===== src/rtl/mem_port_arbiter.sv =====
// rtl/mem_port_arbiter.sv - shares one memory port between instruction fetch and load/store
// Data wins arbitration unless fetch has waited STARVE_LIMIT data grants; one transaction in flight.
module mem_port_arbiter #(
  parameter int STARVE_LIMIT = 4
) (
  input  logic        clk,
  input  logic        rstn,
  input  logic        i_req,
  input  logic [31:0] i_addr,
  input  logic        i_flush,
  output logic        i_gnt,
  output logic        i_rvalid,
  output logic [31:0] i_rdata,
  input  logic        d_req,
  input  logic        d_we,
  input  logic [3:0]  d_be,
  input  logic [31:0] d_addr,
  input  logic [31:0] d_wdata,
  output logic        d_gnt,
  output logic        d_rvalid,
  output logic [31:0] d_rdata,
  output logic        m_req,
  output logic        m_we,
  output logic [3:0]  m_be,
  output logic [31:0] m_addr,
  output logic [31:0] m_wdata,
  input  logic        m_gnt,
  input  logic        m_rvalid,
  input  logic [31:0] m_rdata,
  output logic        busy
);

  localparam int CW = $clog2(STARVE_LIMIT + 1);
  localparam logic [CW-1:0] LIMIT = CW'(STARVE_LIMIT);

  typedef enum logic [1:0] {IDLE, ISSUE, WAIT} state_t;

  state_t          state_q, state_d;
  logic            owner_q, owner_d;          // 1 = fetch, 0 = data
  logic [CW-1:0]   starve_cnt_q, starve_cnt_d;
  logic            flush_pend_q, flush_pend_d;
  logic            m_req_q, m_req_d;
  logic            m_we_q, m_we_d;
  logic [3:0]      m_be_q, m_be_d;
  logic [31:0]     m_addr_q, m_addr_d;
  logic [31:0]     m_wdata_q, m_wdata_d;
  logic            fetch_win;

  assign fetch_win = i_req && (!d_req || (starve_cnt_q == LIMIT));

  always_ff @(posedge clk or negedge rstn) begin
    if (!rstn) begin
      state_q      <= IDLE;
      owner_q      <= 1'b0;
      starve_cnt_q <= '0;
      flush_pend_q <= 1'b0;
      m_req_q      <= 1'b0;
      m_we_q       <= 1'b0;
      m_be_q       <= 4'h0;
      m_addr_q     <= 32'h0;
      m_wdata_q    <= 32'h0;
    end else begin
      state_q      <= state_d;
      owner_q      <= owner_d;
      starve_cnt_q <= starve_cnt_d;
      flush_pend_q <= flush_pend_d;
      m_req_q      <= m_req_d;
      m_we_q       <= m_we_d;
      m_be_q       <= m_be_d;
      m_addr_q     <= m_addr_d;
      m_wdata_q    <= m_wdata_d;
    end
  end

  always_comb begin
    state_d      = state_q;
    owner_d      = owner_q;
    starve_cnt_d = starve_cnt_q;
    flush_pend_d = flush_pend_q;
    m_req_d      = m_req_q;
    m_we_d       = m_we_q;
    m_be_d       = m_be_q;
    m_addr_d     = m_addr_q;
    m_wdata_d    = m_wdata_q;
    i_gnt        = 1'b0;
    d_gnt        = 1'b0;
    i_rvalid     = 1'b0;
    d_rvalid     = 1'b0;

    case (state_q)
      IDLE: begin
        if (i_req || d_req) begin
          owner_d = fetch_win;
          m_req_d = 1'b1;
          state_d = ISSUE;
          if (fetch_win) begin
            m_we_d    = 1'b0;
            m_be_d    = 4'hF;
            m_addr_d  = i_addr;
            m_wdata_d = 32'h0;
          end else begin
            m_we_d    = d_we;
            m_be_d    = d_be;
            m_addr_d  = d_addr;
            m_wdata_d = d_wdata;
          end
        end
      end
      ISSUE: begin
        if (owner_q && i_flush) flush_pend_d = 1'b1;
        if (m_gnt) begin
          i_gnt   = owner_q;
          d_gnt   = !owner_q;
          m_req_d = 1'b0;
          state_d = WAIT;
          // Fetch grants reset the starvation window; data grants count only while fetch waits.
          if (owner_q) starve_cnt_d = '0;
          else if (i_req && (starve_cnt_q != LIMIT)) starve_cnt_d = starve_cnt_q + CW'(1);
        end
      end
      WAIT: begin
        if (owner_q && i_flush) flush_pend_d = 1'b1;
        if (m_rvalid) begin
          d_rvalid     = !owner_q;
          i_rvalid     = owner_q && !i_flush && !flush_pend_q;
          flush_pend_d = 1'b0;
          state_d      = IDLE;
        end
      end
      default: state_d = IDLE;
    endcase
  end

  assign m_req   = m_req_q;
  assign m_we    = m_we_q;
  assign m_be    = m_be_q;
  assign m_addr  = m_addr_q;
  assign m_wdata = m_wdata_q;
  assign i_rdata = m_rdata;
  assign d_rdata = m_rdata;
  assign busy    = (state_q != IDLE);

endmodule


===== config.mk =====
export PLATFORM = sky130hd
export DESIGN_NAME = mem_port_arbiter
export DESIGN_NICKNAME = d
export VERILOG_FILES = /design/src/rtl/mem_port_arbiter.sv
export SDC_FILE = /design/constraint.sdc
export NUM_CORES = 1
export LEC_CHECK = 0
export ABC_AREA = 1
export ABC_CLOCK_PERIOD_IN_PS = 1400
export BUFFER_PORTS_ARGS = -buffer_cell sky130_fd_sc_hd__buf_2
export CORE_ASPECT_RATIO = 0.7
export CORE_MARGIN = 2
export CORE_UTILIZATION = 38
export DETAILED_ROUTE_END_ITERATION = 7
export PLACE_DENSITY = 0.82
export REMOVE_ABC_BUFFERS = 1
export SYNTH_ARGS = -nofsm -noshare
export SYNTH_HDL_FRONTEND = slang
export SYNTH_SLANG_ARGS = --single-unit

===== constraint.sdc =====
create_clock -name clk -period 1.4 [get_ports clk]
set_input_delay 0.42 -clock clk [delete_from_list [all_inputs] [get_ports clk]]
set_output_delay 0.42 -clock clk [all_outputs]
set_load 0.02 [all_outputs]

==> impl_table.tex, run 1 <==
\begin{tabular}{lr}
\hline
Metric & Value \\
\hline
\multicolumn{2}{l}{\textbf{STA}} \\
\quad Final slew viol count & 0 \\
\quad Number of setup violations in the final report & 78 \\
\quad Final-report hold violation count & 0 \\
\quad Final clock skew & 0.00730 ns \\
\quad Transition time at the pin with the least slew margin & 0.443 ns \\
\quad Fmax & 552 MHz \\
\quad Max-slew headroom at the worst pin & 70.5\% \\
\quad RSZ-0062 raised after global routing & true \\
\quad Setup Total Neg Slack & -20.39 ns \\
\quad Post-layout worst setup margin & -0.410 ns \\
\quad Shortest clock period the worst path allows after layout & 1.81 ns \\
\quad Final period util & 129\% \\
\multicolumn{2}{l}{\textbf{Setup path}} \\
\quad Delay of the slowest cell on the worst path & 0.43 ns \\
\quad Arrival time reported for the critical path endpoint & 1.39 ns \\
\quad Critical Path, Cell by Cell & inv\_2 > ha\_4 > nand2\_4 > nor4\_2 > buf\_2 \\
\quad Crit-path leading delay family & flip-flops \\
\quad Type of the setup path with the least slack & reg -> out \\
\quad Endpoint required time on the critical path & 0.98 ns \\
\quad Kind of start point of the critical path & flip-flop \\
\quad Setup slack of the worst register-to-register path & -0.31 ns \\
\quad Number of cells on the critical path & 5 \\
\quad Setup crit end kind & output port \\
\quad Critical path buffers and inverters & 2 \\
\quad Cells on worst reg2reg path & 10 \\
\quad Slowest cell on the critical path & sky130\_fd\_sc\_hd\_\_dfrtp\_1 \\
\quad Critical path fanouts, max & 3 \\
\quad Start point of the critical path & state\_q[0]\$\_DFFE\_PN0P\_ \\
\quad Reg2Reg Launch Point & state\_q[0]\$\_DFFE\_PN0P\_ \\
\multicolumn{2}{l}{\textbf{Placed design}} \\
\quad Setup slack at placement & -0.124 ns \\
\quad HPWL reported at the end of detailed placement & 10200 um \\
\quad Post-Place Cells & 835 \\
\quad Number of port buffers & 182 \\
\quad Final weighted congestion in routability-driven placement & 0.799 \\
\multicolumn{2}{l}{\textbf{Cells and area}} \\
\quad Layout cell share with drive strength beyond 1 & 54.7\% \\
\quad Fillcell total & 864 \\
\quad Antenna cells & 0 \\
\quad Area added between synthesis and finish & 70.2\% \\
\quad Layout Utilization & 65.9\% \\
\quad Count of placed standard cells in the final layout, fillers left out & 904 \\
\quad Final-stage net count & 891 \\
\multicolumn{2}{l}{\textbf{Yosys}} \\
\quad Most used standard cell by instance count after synthesis & sky130\_fd\_sc\_hd\_\_nand2\_1 \\
\quad Post-synthesis sequential element count & 77 \\
\quad Part of the Yosys area used for sequential elements & 45.6\% \\
\quad Total of warnings raised by yosys & 0 \\
\quad Total standard cell area after synthesis & 0.00423 sq mm \\
\quad Synthesized instance count & 564 \\
\quad Count of flip-flops with a built-in enable after synthesis & 0 \\
\quad Leading post-synthesis cells by cell area & sky130\_fd\_sc\_hd\_\_dfrtp\_1 46\%, sky130\_fd\_sc\_hd\_\_nand2\_1 16\%, sky130\_fd\_sc\_hd\_\_nand3\_1 12\% \\
\quad Synth async-reset ratio & 100\% \\
\quad Avg Cell Area, Syn & 7.50 sq um \\
\quad Predominant post-synthesis flop cell & sky130\_fd\_sc\_hd\_\_dfrtp\_1 \\
\quad Synth area leader & sky130\_fd\_sc\_hd\_\_dfrtp\_1 \\
\quad Netlist cell types & 18 \\
\quad Area share of the largest cell type after synthesis & 45.6\% \\
\quad Ranking of synthesized cells by instance count & 182 x sky130\_fd\_sc\_hd\_\_nand2\_1, 103 x sky130\_fd\_sc\_hd\_\_nand3\_1, 77 x sky130\_fd\_sc\_hd\_\_dfrtp\_1, 77 x sky130\_fd\_sc\_hd\_\_inv\_1, 64 x sky130\_fd\_sc\_hd\_\_buf\_4 \\
\multicolumn{2}{l}{\textbf{Run status}} \\
\quad Status & finished with violations \\
\quad Violations in the final reports & negative setup slack \\
\multicolumn{2}{l}{\textbf{Power and ir drop}} \\
\quad Power per Cell Area & 2210 mW/mm\^{}2 \\
\quad Maximum VDD drop & 0.00107 V \\
\quad Pleak & 0.00395 uW \\
\multicolumn{2}{l}{\textbf{Die}} \\
\quad Width of the chip & 130 um \\
\quad Initial core utilization & 38.7\% \\
\quad Area of the die & 0.0120 sq mm \\
\quad IO Pins & 279 \\
\quad Placement row count & 32 \\
\quad Vertical die dimension & 92.3 um \\
\quad Core area & 0.0109 sq mm \\
\multicolumn{2}{l}{\textbf{Drt}} \\
\quad Vias & 4667 \\
\quad Initial DRC count & 288 \\
\quad Sum of routed wire length over all layers & 19400 um \\
\quad Remaining antenna violation count after routing & 0 \\
\quad WL/cell & 21.5 um \\
\quad TritonRoute pass-1 iters & 6 \\
\quad Vias per cell & 5.16 \\
\quad DRC & 0 \\
\multicolumn{2}{l}{\textbf{Clock network}} \\
\quad Clk\_lat worst skew & 0.33 ns \\
\quad Clock sink count & 77 \\
\quad Clock-pin slew on the worst setup and hold paths & 0.06 ns \\
\quad Maximum root-to-sink buffer count & 2 \\
\quad Total number of H-tree levels & 3 \\
\quad Total clock buffers created by CTS & 9 \\
\quad CTS hold repair buffers & 0 \\
\quad CTS tree & built \\
\quad Library cell used as clock root buffer & sky130\_fd\_sc\_hd\_\_clkbuf\_16 \\
\multicolumn{2}{l}{\textbf{GRT}} \\
\quad Antenna violations before repair & 0 \\
\quad Aggregate global routing overflow & 0 \\
\quad Maximum number of pins on one net before global-route repair & 78 \\
\quad Via count of the first global-routing pass & 4277 \\
\quad GR Util All Layers & 30.2\% \\
\quad Global-route wire length before repair & 26000 um \\
\multicolumn{2}{l}{\textbf{Hold path}} \\
\quad Hold/Removal Path Class & in -> async \\
\multicolumn{2}{l}{\textbf{Flow run}} \\
\quad Max Cap Viol & 0 \\
\hline
\end{tabular}
## where the power goes
part	internal (uW)	switching (uW)	leakage, uW
Clock	1610	921	0.000152
Combinational	4280	5140	0.00285
Sequential	3280	664	0.000949
Total	9170	6720	0.00395
## routing by layer
layer  share of wire, %  up-vias  GRT usage [%]
met2                 41      343           40.1
li1                   -     2048              -
met3                 15       48           18.8
met1                 41     2224           41.0
met4                1.9        4           6.36
met5               0.47        -           4.98
## cell families (layout without fill, tap and decap cells)
logic type / after synthesis / in the layout / synth area share, %
buffers and inverters: 170 / 357 / 21.2
AND/OR/NAND/NOR: 300 / 300 / 29.9
AO/OA/AOI/OAI: 11 / 11 / 1.66
adder cells (fa/ha/maj): 5 / 5 / 1.48
flip-flops: 77 / 77 / 45.6
XOR/XNOR: 1 / 1 / 0.207
## layout make-up
class / count / area (sq um) / share of cell area [%]
Timing Repair Buffer: 263 / 2380 / 33.1
Multi-Input combinational cell: 317 / 2070 / 28.8
Clock buffer: 11 / 243 / 3.37
Inverter: 78 / 300 / 4.17
Sequential cell: 77 / 1930 / 26.8
Clock inverter: 5 / 83.8 / 1.16
Tap cell: 153 / 191 / 2.66
## final timing paths
kind | endpoint
setup / recovery | i_rvalid
min in group clk | m_wdata[24]$_DFFE_PN0P_
max in group asynchronous | m_wdata[22]$_DFFE_PN0P_
hold reg to reg | m_addr[10]$_DFFE_PN0P_
setup reg to reg | m_be[3]$_DFFE_PN0P_
hold / removal | m_addr[15]$_DFFE_PN0P_
## stage by stage
| step | total power, uW | area (sq um) | hold slack [ns] |
|---|---|---|---|
| after global routing | 16700 | 7200 | 0.132 |
| after global placement | 9300 | 5030 | 0.458 |
| final | 15900 | 7200 | 0.103 |
| after floorplan | 7050 | 3620 | 0.124 |
| after CTS | 14700 | 6770 | 0.118 |
| after detailed placement | 9430 | 5030 | 0.460 |
## timing repair
action                     in CTS  in global routing
hold endpoints to repair        0                  0
setup buffers                  23                  6
gates cloned                   23                  5
setup endpoints to repair      75                 78
pin swaps                      68                 83
gates resized for setup       152                 68
## worst register-to-register path, stage by stage (launching register included)
cell,delay (ns)
sky130_fd_sc_hd__dfrtp_1,0.42
sky130_fd_sc_hd__inv_2,0.09
sky130_fd_sc_hd__buf_6,0.13
sky130_fd_sc_hd__ha_4,0.17
sky130_fd_sc_hd__buf_6,0.12
sky130_fd_sc_hd__o21ai_4,0.09
sky130_fd_sc_hd__clkinv_4,0.12
sky130_fd_sc_hd__buf_12,0.17
sky130_fd_sc_hd__clkbuf_16,0.17
sky130_fd_sc_hd__nor2_4,0.09
sky130_fd_sc_hd__a21oi_2,0.04
## layout by cell type (no fill, tap or decap)
cell type	n
sky130_fd_sc_hd__buf_12	19
sky130_fd_sc_hd__nand3_4	8
sky130_fd_sc_hd__nand2_2	24
sky130_fd_sc_hd__ha_4	2
sky130_fd_sc_hd__a32oi_1	1
sky130_fd_sc_hd__o21ai_0	2
sky130_fd_sc_hd__bufinv_16	2
sky130_fd_sc_hd__buf_4	25
sky130_fd_sc_hd__nand3_1	22
sky130_fd_sc_hd__nand4_1	2
sky130_fd_sc_hd__clkbuf_16	14
sky130_fd_sc_hd__ha_2	2
sky130_fd_sc_hd__clkinvlp_4	2
sky130_fd_sc_hd__a21oi_2	4
sky130_fd_sc_hd__clkbuf_1	1
sky130_fd_sc_hd__nand2_8	1
sky130_fd_sc_hd__xnor2_1	1
sky130_fd_sc_hd__buf_16	23
sky130_fd_sc_hd__clkbuf_8	1
sky130_fd_sc_hd__inv_2	5
sky130_fd_sc_hd__clkinv_4	2
sky130_fd_sc_hd__a21oi_1	1
sky130_fd_sc_hd__inv_4	1
sky130_fd_sc_hd__ha_1	1
sky130_fd_sc_hd__nand2_1	152
sky130_fd_sc_hd__buf_6	11
sky130_fd_sc_hd__nor4_2	1
sky130_fd_sc_hd__nor2_4	5
sky130_fd_sc_hd__o21ai_1	2
sky130_fd_sc_hd__o21ai_4	1
sky130_fd_sc_hd__buf_8	3
sky130_fd_sc_hd__nand3_2	73
sky130_fd_sc_hd__nor2_1	7
sky130_fd_sc_hd__inv_1	71
sky130_fd_sc_hd__buf_2	177
sky130_fd_sc_hd__dfrtp_1	77
sky130_fd_sc_hd__nand2_4	5
## sequential cells by signal, indices dropped and copies added (netlist names)
register,flops
m_be,4
flush_pend_q,1
starve_cnt_q,3
m_we,1
m_addr,32
state_q,2
owner_q,1
m_wdata,32
m_req,1
Note: power is estimated with default switching activity, not from simulation.
==> run 2, diff against run 1 <==
--- a/config.mk
+++ b/config.mk
@@ -13,7 +13,6 @@
 export CORE_UTILIZATION = 38
 export DETAILED_ROUTE_END_ITERATION = 7
 export PLACE_DENSITY = 0.82
-export REMOVE_ABC_BUFFERS = 1
 export SYNTH_ARGS = -nofsm -noshare
 export SYNTH_HDL_FRONTEND = slang
 export SYNTH_SLANG_ARGS = --single-unit
==> run 2 against run 1 <==
Against the previous run:
- the run still ends with negative setup slack left
- maximum frequency up 1.8%
- critical path depth unchanged
- worst hold slack worse by 0.015 ns
- flip-flop and latch count unchanged
- clock skew down 0.00050 ns
- largest cell class is now flip-flops and latches
- largest power group unchanged
==> impl_table.tex, run 2 (same netlist as run 1, synthesis figures left out) <==
\begin{tabular}{lr}
\hline
Metric & Value \\
\hline
\multicolumn{2}{l}{\textbf{Clock network}} \\
\quad Clock sink count & 77 (unchanged) \\
\quad Library cell used as clock root buffer & sky130\_fd\_sc\_hd\_\_clkbuf\_16 \\
\quad Total number of H-tree levels & 3 (unchanged) \\
\quad CTS tree & built \\
\quad Total clock buffers created by CTS & 9 (unchanged) \\
\quad Clock-pin slew on the worst setup and hold paths & 0.06 ns (about the same) \\
\quad Clk\_lat worst skew & 0.33 ns (about the same) \\
\quad Maximum root-to-sink buffer count & 2 (unchanged) \\
\multicolumn{2}{l}{\textbf{Setup path}} \\
\quad Delay of the slowest cell on the worst path & 0.44 ns (about the same) \\
\quad Critical path fanouts, max & 3 (unchanged) \\
\quad Critical Path, Cell by Cell & inv\_2 > ha\_4 > nand2\_4 > nor4\_4 > buf\_4 \\
\quad Slowest cell on the critical path & sky130\_fd\_sc\_hd\_\_dfrtp\_1 \\
\quad Type of the setup path with the least slack & reg -> out \\
\quad Setup crit end kind & output port \\
\quad Endpoint required time on the critical path & 0.98 ns (about the same) \\
\quad Arrival time reported for the critical path endpoint & 1.36 ns (-0.03 ns) \\
\quad Kind of start point of the critical path & flip-flop \\
\multicolumn{2}{l}{\textbf{Die}} \\
\quad Vertical die dimension & 92.3 um (unchanged) \\
\quad IO Pins & 279 (unchanged) \\
\quad Area of the die & 0.0120 sq mm (unchanged) \\
\quad Width of the chip & 130 um (unchanged) \\
\quad Initial core utilization & 38.7\% (unchanged) \\
\quad Placement row count & 32 (unchanged) \\
\quad Core area & 0.0109 sq mm (unchanged) \\
\multicolumn{2}{l}{\textbf{Cells and area}} \\
\quad Most frequent cells in the layout & 177 x sky130\_fd\_sc\_hd\_\_buf\_2, 176 x sky130\_fd\_sc\_hd\_\_nand2\_1, 103 x sky130\_fd\_sc\_hd\_\_nand3\_1 \\
\quad Layout cell share with drive strength beyond 1 & 36.4\% (-18 points) \\
\quad Area added between synthesis and finish & 34.9\% \\
\quad Most common cell after layout, fill and taps aside & sky130\_fd\_sc\_hd\_\_buf\_2 \\
\quad Antenna cells & 0 (unchanged) \\
\quad Fillcell total & 1012 (+17\%) \\
\quad Final-stage net count & 851 (-4.5\%) \\
\quad Count of placed standard cells in the final layout, fillers left out & 864 (-4.4\%) \\
\multicolumn{2}{l}{\textbf{GRT}} \\
\quad Antenna violations before repair & 1 (+1) \\
\quad Via count of the first global-routing pass & 3672 (-14\%) \\
\quad Maximum number of pins on one net before global-route repair & 78 (unchanged) \\
\quad Global-route wire length before repair & 18100 um (-30\%) \\
\quad Aggregate global routing overflow & 0 (unchanged) \\
\quad GR Util All Layers & 19.6\% (-11 points) \\
\multicolumn{2}{l}{\textbf{Drt}} \\
\quad Vias & 3936 (-16\%) \\
\quad Initial DRC count & 197 (-32\%) \\
\quad Remaining antenna violation count after routing & 0 (unchanged) \\
\quad WL/cell & 13.5 um (-37\%) \\
\quad DRC & 0 (unchanged) \\
\quad Sum of routed wire length over all layers & 11600 um (-40\%) \\
\quad TritonRoute pass-1 iters & 4 (-2) \\
\quad Vias per cell & 4.56 (-12\%) \\
\multicolumn{2}{l}{\textbf{STA}} \\
\quad Number of setup violations in the final report & 60 (-23\%) \\
\quad Post-layout worst setup margin & -0.379 ns (+0.0316 ns) \\
\quad Final-report hold violation count & 0 (unchanged) \\
\quad Fmax & 562 MHz (+1.8\%) \\
\quad Final clock skew & 0.00680 ns (-0.000503 ns) \\
\quad Max-slew headroom at the worst pin & 70.7\% (+0.27 points) \\
\quad RSZ-0062 raised after global routing & true \\
\quad Transition time at the pin with the least slew margin & 0.439 ns (-0.00398 ns) \\
\quad Shortest clock period the worst path allows after layout & 1.78 ns (-0.0316 ns) \\
\quad Final period util & 127\% (-2.3 points) \\
\quad Final slew viol count & 0 (unchanged) \\
\multicolumn{2}{l}{\textbf{Placed design}} \\
\quad HPWL reported at the end of detailed placement & 7920 um (-23\%) \\
\quad Setup slack at placement & -0.0964 ns (+0.0278 ns) \\
\quad Final weighted congestion in routability-driven placement & 0.750 (-6.0\%) \\
\quad Number of port buffers & 182 (unchanged) \\
\quad Post-Place Cells & 838 (+0.36\%) \\
\multicolumn{2}{l}{\textbf{Run status}} \\
\quad Status & finished with violations \\
\quad Violations in the final reports & negative setup slack \\
\multicolumn{2}{l}{\textbf{Power and ir drop}} \\
\quad Maximum VDD drop & 0.000877 V (-18\%) \\
\quad Pleak & 0.00341 uW (-14\%) \\
\quad Power, Total & 12800 uW (-20\%) \\
\quad Power per Cell Area & 2240 mW/mm\^{}2 (+1.5\%) \\
\multicolumn{2}{l}{\textbf{Hold path}} \\
\quad Hold/Removal Path Class & in -> async \\
\multicolumn{2}{l}{\textbf{Yosys}} \\
\quad Syn nets & 709 \\
\multicolumn{2}{l}{\textbf{Flow run}} \\
\quad Max Cap Viol & 0 (unchanged) \\
\hline
\end{tabular}
[run 2: critical path: cells and delay by family (launching register included)]
family | cells | cell delay, ns
flip-flops | 1 | 0.44
buffers and inverters | 2 | 0.28
AND/OR/NAND/NOR | 2 | 0.17
adder cells (fa/ha/maj) | 1 | 0.14
[run 2: per-stage QoR]
step	TNS, ns	area, sq um	util, %	hold WS (ns)
final	-3.81	5700	52.2	0.0875
after global routing	-8.90	5700	52.2	0.126
after CTS	-1.76	5660	51.8	0.121
after detailed placement	-2.83	5100	46.6	0.460
after global placement	-1.30	5100	46.6	0.458
after floorplan	-0.0202	4250	-	0.124
[run 2: timing repair]
action,CTS,global route
gates resized for setup,30,6
hold buffers,0,0
pin swaps,5,1
gates cloned,3,0
buffers inserted,6,1
setup endpoints to repair,64,75
[run 2: area by class of cell]
| type | count | area [sq um] | share of cell area, % |
|---|---|---|---|
| flip-flops and latches | 77 | 1930 | 33.8 |
| multi-input cells | 317 | 1510 | 26.5 |
| repair buffers | 223 | 1450 | 25.4 |
| inverters | 78 | 298 | 5.22 |
| clock buffers | 10 | 239 | 4.19 |
| well taps | 153 | 191 | 3.36 |
| clock inverters | 6 | 86.3 | 1.51 |
[run 2: power breakdown]
part,internal (uW),switching [uW]
combinational,2560,3850
clock,1610,901
sequential,3280,591
total,7440,5340
[run 2: path summary, 6_finish.rpt]
check | startpoint | endpoint | slack [ns] | cells after the start
setup / recovery | state_q[0]$_DFFE_PN0P_ | i_rvalid | -0.38 | 5
hold / removal | rstn | m_req$_DFFE_PN0P_ | 0.09 | 2
setup reg to reg | state_q[0]$_DFFE_PN0P_ | m_wdata[8]$_DFFE_PN0P_ | -0.07 | 7
hold reg to reg | m_wdata[17]$_DFFE_PN0P_ | m_wdata[17]$_DFFE_PN0P_ | 0.47 | 2
max in group asynchronous | rstn | starve_cnt_q[1]$_DFFE_PN0P_ | 0.93 | 2
min in group clk | d_wdata[23] | m_wdata[23]$_DFFE_PN0P_ | 0.32 | 3
[run 2: routing by layer]
metal,wire [um],part of all wire [%],global-route usage (%),up-vias
met1,5170,44,25.0,1752
li1,-,-,-,1950
met4,116,1.0,4.48,2
met5,11,0.095,0,-
met3,1160,10,8.58,14
met2,5180,44,30.7,218
==> run 3, diff against run 2 <==
--- a/config.mk
+++ b/config.mk
@@ -13,6 +13,7 @@
 export CORE_UTILIZATION = 38
 export DETAILED_ROUTE_END_ITERATION = 7
 export PLACE_DENSITY = 0.82
+export RECOVER_POWER = 50
 export SYNTH_ARGS = -nofsm -noshare
 export SYNTH_HDL_FRONTEND = slang
 export SYNTH_SLANG_ARGS = --single-unit
==> run 3 against run 2 <==
Against the previous run:
- the flow still finishes with violations (negative setup slack)
- total power is essentially flat
- global-route usage did not move
- flip-flop and latch count is the same
- worst setup slack is essentially flat
- critical path type unchanged
- critical endpoint unchanged
- largest power group unchanged
==> impl_table.tex, run 3 (same netlist as run 1, synthesis figures left out) <==
\begin{tabular}{lr}
\hline
Metric & Value \\
\hline
\multicolumn{2}{l}{\textbf{Die}} \\
\quad Vertical die dimension & 92.3 um (unchanged) \\
\quad IO Pins & 279 (unchanged) \\
\quad Width of the chip & 130 um (unchanged) \\
\quad Initial core utilization & 38.7\% (unchanged) \\
\quad Placement row count & 32 (unchanged) \\
\quad Area of the die & 0.0120 sq mm (unchanged) \\
\quad Core area & 0.0109 sq mm (unchanged) \\
\multicolumn{2}{l}{\textbf{Cells and area}} \\
\quad Fillcell total & 1014 (+0.20\%) \\
\quad Area added between synthesis and finish & 34.6\% \\
\quad Multi-input gate area in the final layout & 0.00151 sq mm (unchanged) \\
\quad Footprint of the flip-flops and latches & 0.00193 sq mm (unchanged) \\
\quad Antenna cells & 0 (unchanged) \\
\quad Layout Utilization & 52.1\% (-0.11 points) \\
\quad Most frequent cells in the layout & 177 x sky130\_fd\_sc\_hd\_\_buf\_2, 176 x sky130\_fd\_sc\_hd\_\_nand2\_1, 103 x sky130\_fd\_sc\_hd\_\_nand3\_1 \\
\quad Most common cell after layout, fill and taps aside & sky130\_fd\_sc\_hd\_\_buf\_2 \\
\quad Count of placed standard cells in the final layout, fillers left out & 864 (unchanged) \\
\quad Final design area excluding fillers & 0.00569 sq mm (-0.22\%) \\
\quad Final-stage net count & 851 (unchanged) \\
\quad Layout cell share with drive strength beyond 1 & 36.4\% (unchanged) \\
\multicolumn{2}{l}{\textbf{Setup path}} \\
\quad Endpoint required time on the critical path & 0.98 ns (about the same) \\
\quad Cells on worst reg2reg path & 7 (unchanged) \\
\quad Critical path fanouts, max & 3 (unchanged) \\
\quad Arrival time reported for the critical path endpoint & 1.36 ns (about the same) \\
\quad Delay of the slowest cell on the worst path & 0.44 ns (about the same) \\
\quad Crit-path leading delay family & flip-flops \\
\quad Critical path buffers and inverters & 2 (unchanged) \\
\quad Type of the setup path with the least slack & reg -> out \\
\quad Critical Path, Cell by Cell & inv\_2 > ha\_4 > nand2\_4 > nor4\_4 > buf\_4 \\
\quad Slowest cell on the critical path & sky130\_fd\_sc\_hd\_\_dfrtp\_1 \\
\quad Kind of start point of the critical path & flip-flop \\
\quad Number of cells on the critical path & 5 (unchanged) \\
\quad Setup crit end kind & output port \\
\multicolumn{2}{l}{\textbf{Clock network}} \\
\quad Maximum root-to-sink buffer count & 2 (unchanged) \\
\quad Clock-pin slew on the worst setup and hold paths & 0.06 ns (about the same) \\
\quad Library cell used as clock root buffer & sky130\_fd\_sc\_hd\_\_clkbuf\_16 \\
\quad Clk\_lat worst skew & 0.33 ns (about the same) \\
\quad Clock sink count & 77 (unchanged) \\
\quad CTS tree & built \\
\quad Total number of H-tree levels & 3 (unchanged) \\
\quad Total clock buffers created by CTS & 9 (unchanged) \\
\multicolumn{2}{l}{\textbf{Power and ir drop}} \\
\quad P\_sw & 5340 uW (about the same) \\
\quad Power per Cell Area & 2250 mW/mm\^{}2 (+0.19\%) \\
\quad Maximum VDD drop & 0.000878 V (about the same) \\
\quad Net switching fraction of the power & 41.8\% (about the same) \\
\quad Internal power component & 7440 uW (about the same) \\
\quad Comb pwr share & 50.1\% (about the same) \\
\quad Clock Power Share & 19.6\% (about the same) \\
\quad Power, Total & 12800 uW (about the same) \\
\quad Share of total power in sequential cells & 30.3\% (about the same) \\
\quad Pleak & 0.00340 uW (-0.15\%) \\
\multicolumn{2}{l}{\textbf{Placed design}} \\
\quad Final weighted congestion in routability-driven placement & 0.750 (unchanged) \\
\quad HPWL reported at the end of detailed placement & 7920 um (unchanged) \\
\quad Number of port buffers & 182 (unchanged) \\
\quad Dpl cell area & 0.00510 sq mm (unchanged) \\
\quad Post-Place Cells & 838 (unchanged) \\
\multicolumn{2}{l}{\textbf{Run status}} \\
\quad Status & finished with violations \\
\quad Violations in the final reports & negative setup slack \\
\multicolumn{2}{l}{\textbf{Yosys}} \\
\quad Syn nets & 709 (unchanged) \\
\multicolumn{2}{l}{\textbf{STA}} \\
\quad Post-layout worst setup margin & -0.379 ns (-0.000219 ns) \\
\quad Fmax & 562 MHz (about the same) \\
\quad Number of setup violations in the final report & 60 (unchanged) \\
\quad Max-slew headroom at the worst pin & 29.5\% (-41 points) \\
\quad Shortest clock period the worst path allows after layout & 1.78 ns (+0.000219 ns) \\
\quad RSZ-0062 raised after global routing & true \\
\quad Transition time at the pin with the least slew margin & 1.06 ns (+0.619 ns) \\
\quad Setup Total Neg Slack & -3.86 ns (-0.0506 ns) \\
\quad Final-report hold violation count & 0 (unchanged) \\
\quad Final slew viol count & 0 (unchanged) \\
\quad Final clock skew & 0.00629 ns (-0.000504 ns) \\
\quad Final period util & 127\% (about the same) \\
\multicolumn{2}{l}{\textbf{Hold path}} \\
\quad Worst Hold Depth & 3 \\
\quad Hold/Removal Path Class & in -> reg \\
\multicolumn{2}{l}{\textbf{Drt}} \\
\quad Sum of routed wire length over all layers & 11700 um (+0.27\%) \\
\quad Remaining antenna violation count after routing & 0 (unchanged) \\
\quad Vias & 3933 (-0.076\%) \\
\quad Initial DRC count & 172 (-13\%) \\
\quad Vias per cell & 4.55 (about the same) \\
\quad WL/cell & 13.5 um (+0.27\%) \\
\quad TritonRoute pass-1 iters & 4 (unchanged) \\
\quad DRC & 0 (unchanged) \\
\multicolumn{2}{l}{\textbf{GRT}} \\
\quad Aggregate global routing overflow & 0 (unchanged) \\
\quad Antenna violations before repair & 1 (unchanged) \\
\quad Global-route wire length before repair & 18100 um (unchanged) \\
\quad Maximum number of pins on one net before global-route repair & 78 (unchanged) \\
\quad GR Util All Layers & 19.6\% (unchanged) \\
\quad Via count of the first global-routing pass & 3672 (unchanged) \\
\multicolumn{2}{l}{\textbf{Flow run}} \\
\quad Max Cap Viol & 0 (unchanged) \\
\hline
\end{tabular}
-- run 3: changes by cell type in the layout (fill, tap and decap cells not counted), sizes merged --
cell,delta
buf,-2
clkbuf,+2
-- run 3: what timing repair did --
action                     CTS  global route
resized for setup           30             6
cloned                       3             0
pin swaps                    5             1
hold buffers                 0             0
setup buffers                6             1
setup endpoints to repair   64            75
-- run 3: per-layer routing --
metal,GRT usage (%),share of wire (%)
met5,0,0.14
met4,4.48,0.99
met3,8.58,9.6
met2,30.7,45
met1,25.0,45
-- run 3: stage by stage --
| step | hold slack (ns) | setup slack, ns |
|---|---|---|
| 5_1_grt | 0.314 | -0.434 |
| 4_1_cts | 0.121 | -0.353 |
| 2_1_floorplan | 0.124 | -0.0184 |
| 3_3_place_gp | 0.458 | -0.0674 |
| 3_5_place_dp | 0.460 | -0.0964 |
| 6_report | 0.317 | -0.379 |
-- run 3: tightest hold or removal path, cell delays in order --
cell and delay, ns:
sky130_fd_sc_hd__buf_2 0.07, sky130_fd_sc_hd__nand3_1 0.07, sky130_fd_sc_hd__nand2_1 0.05
-- run 3: power by group through the flow --
stage          clock (uW)  sequential [uW]  combinational [uW]
4_1_cts              2600             3860                6350
2_1_floorplan           0             5030                2470
3_5_place_dp            0             3840                5750
5_1_grt              2680             3990                7010
3_3_place_gp            0             3840                5620
6_report             2510             3870                6400
-- run 3: path summary, 6_finish.rpt --
path / end / slack, ns / startpoint
min in group asynchronous: m_req$_DFFE_PN0P_ / 0.41 / rstn
setup / recovery: i_rvalid / -0.38 / state_q[0]$_DFFE_PN0P_
hold reg to reg: m_wdata[17]$_DFFE_PN0P_ / 0.47 / m_wdata[17]$_DFFE_PN0P_
setup reg to reg: m_addr[2]$_DFFE_PN0P_ / -0.07 / state_q[0]$_DFFE_PN0P_
max in group asynchronous: m_wdata[2]$_DFFE_PN0P_ / 0.31 / rstn
hold / removal: m_wdata[23]$_DFFE_PN0P_ / 0.32 / d_wdata[23]
-- run 3: final cells by class --
type / count / share of cell area [%]
Inverter: 78 / 5.23
Tap cell: 153 / 3.36
Multi-Input combinational cell: 317 / 26.6
Clock inverter: 6 / 1.52
Sequential cell: 77 / 33.9
Timing Repair Buffer: 223 / 25.2
Clock buffer: 10 / 4.20
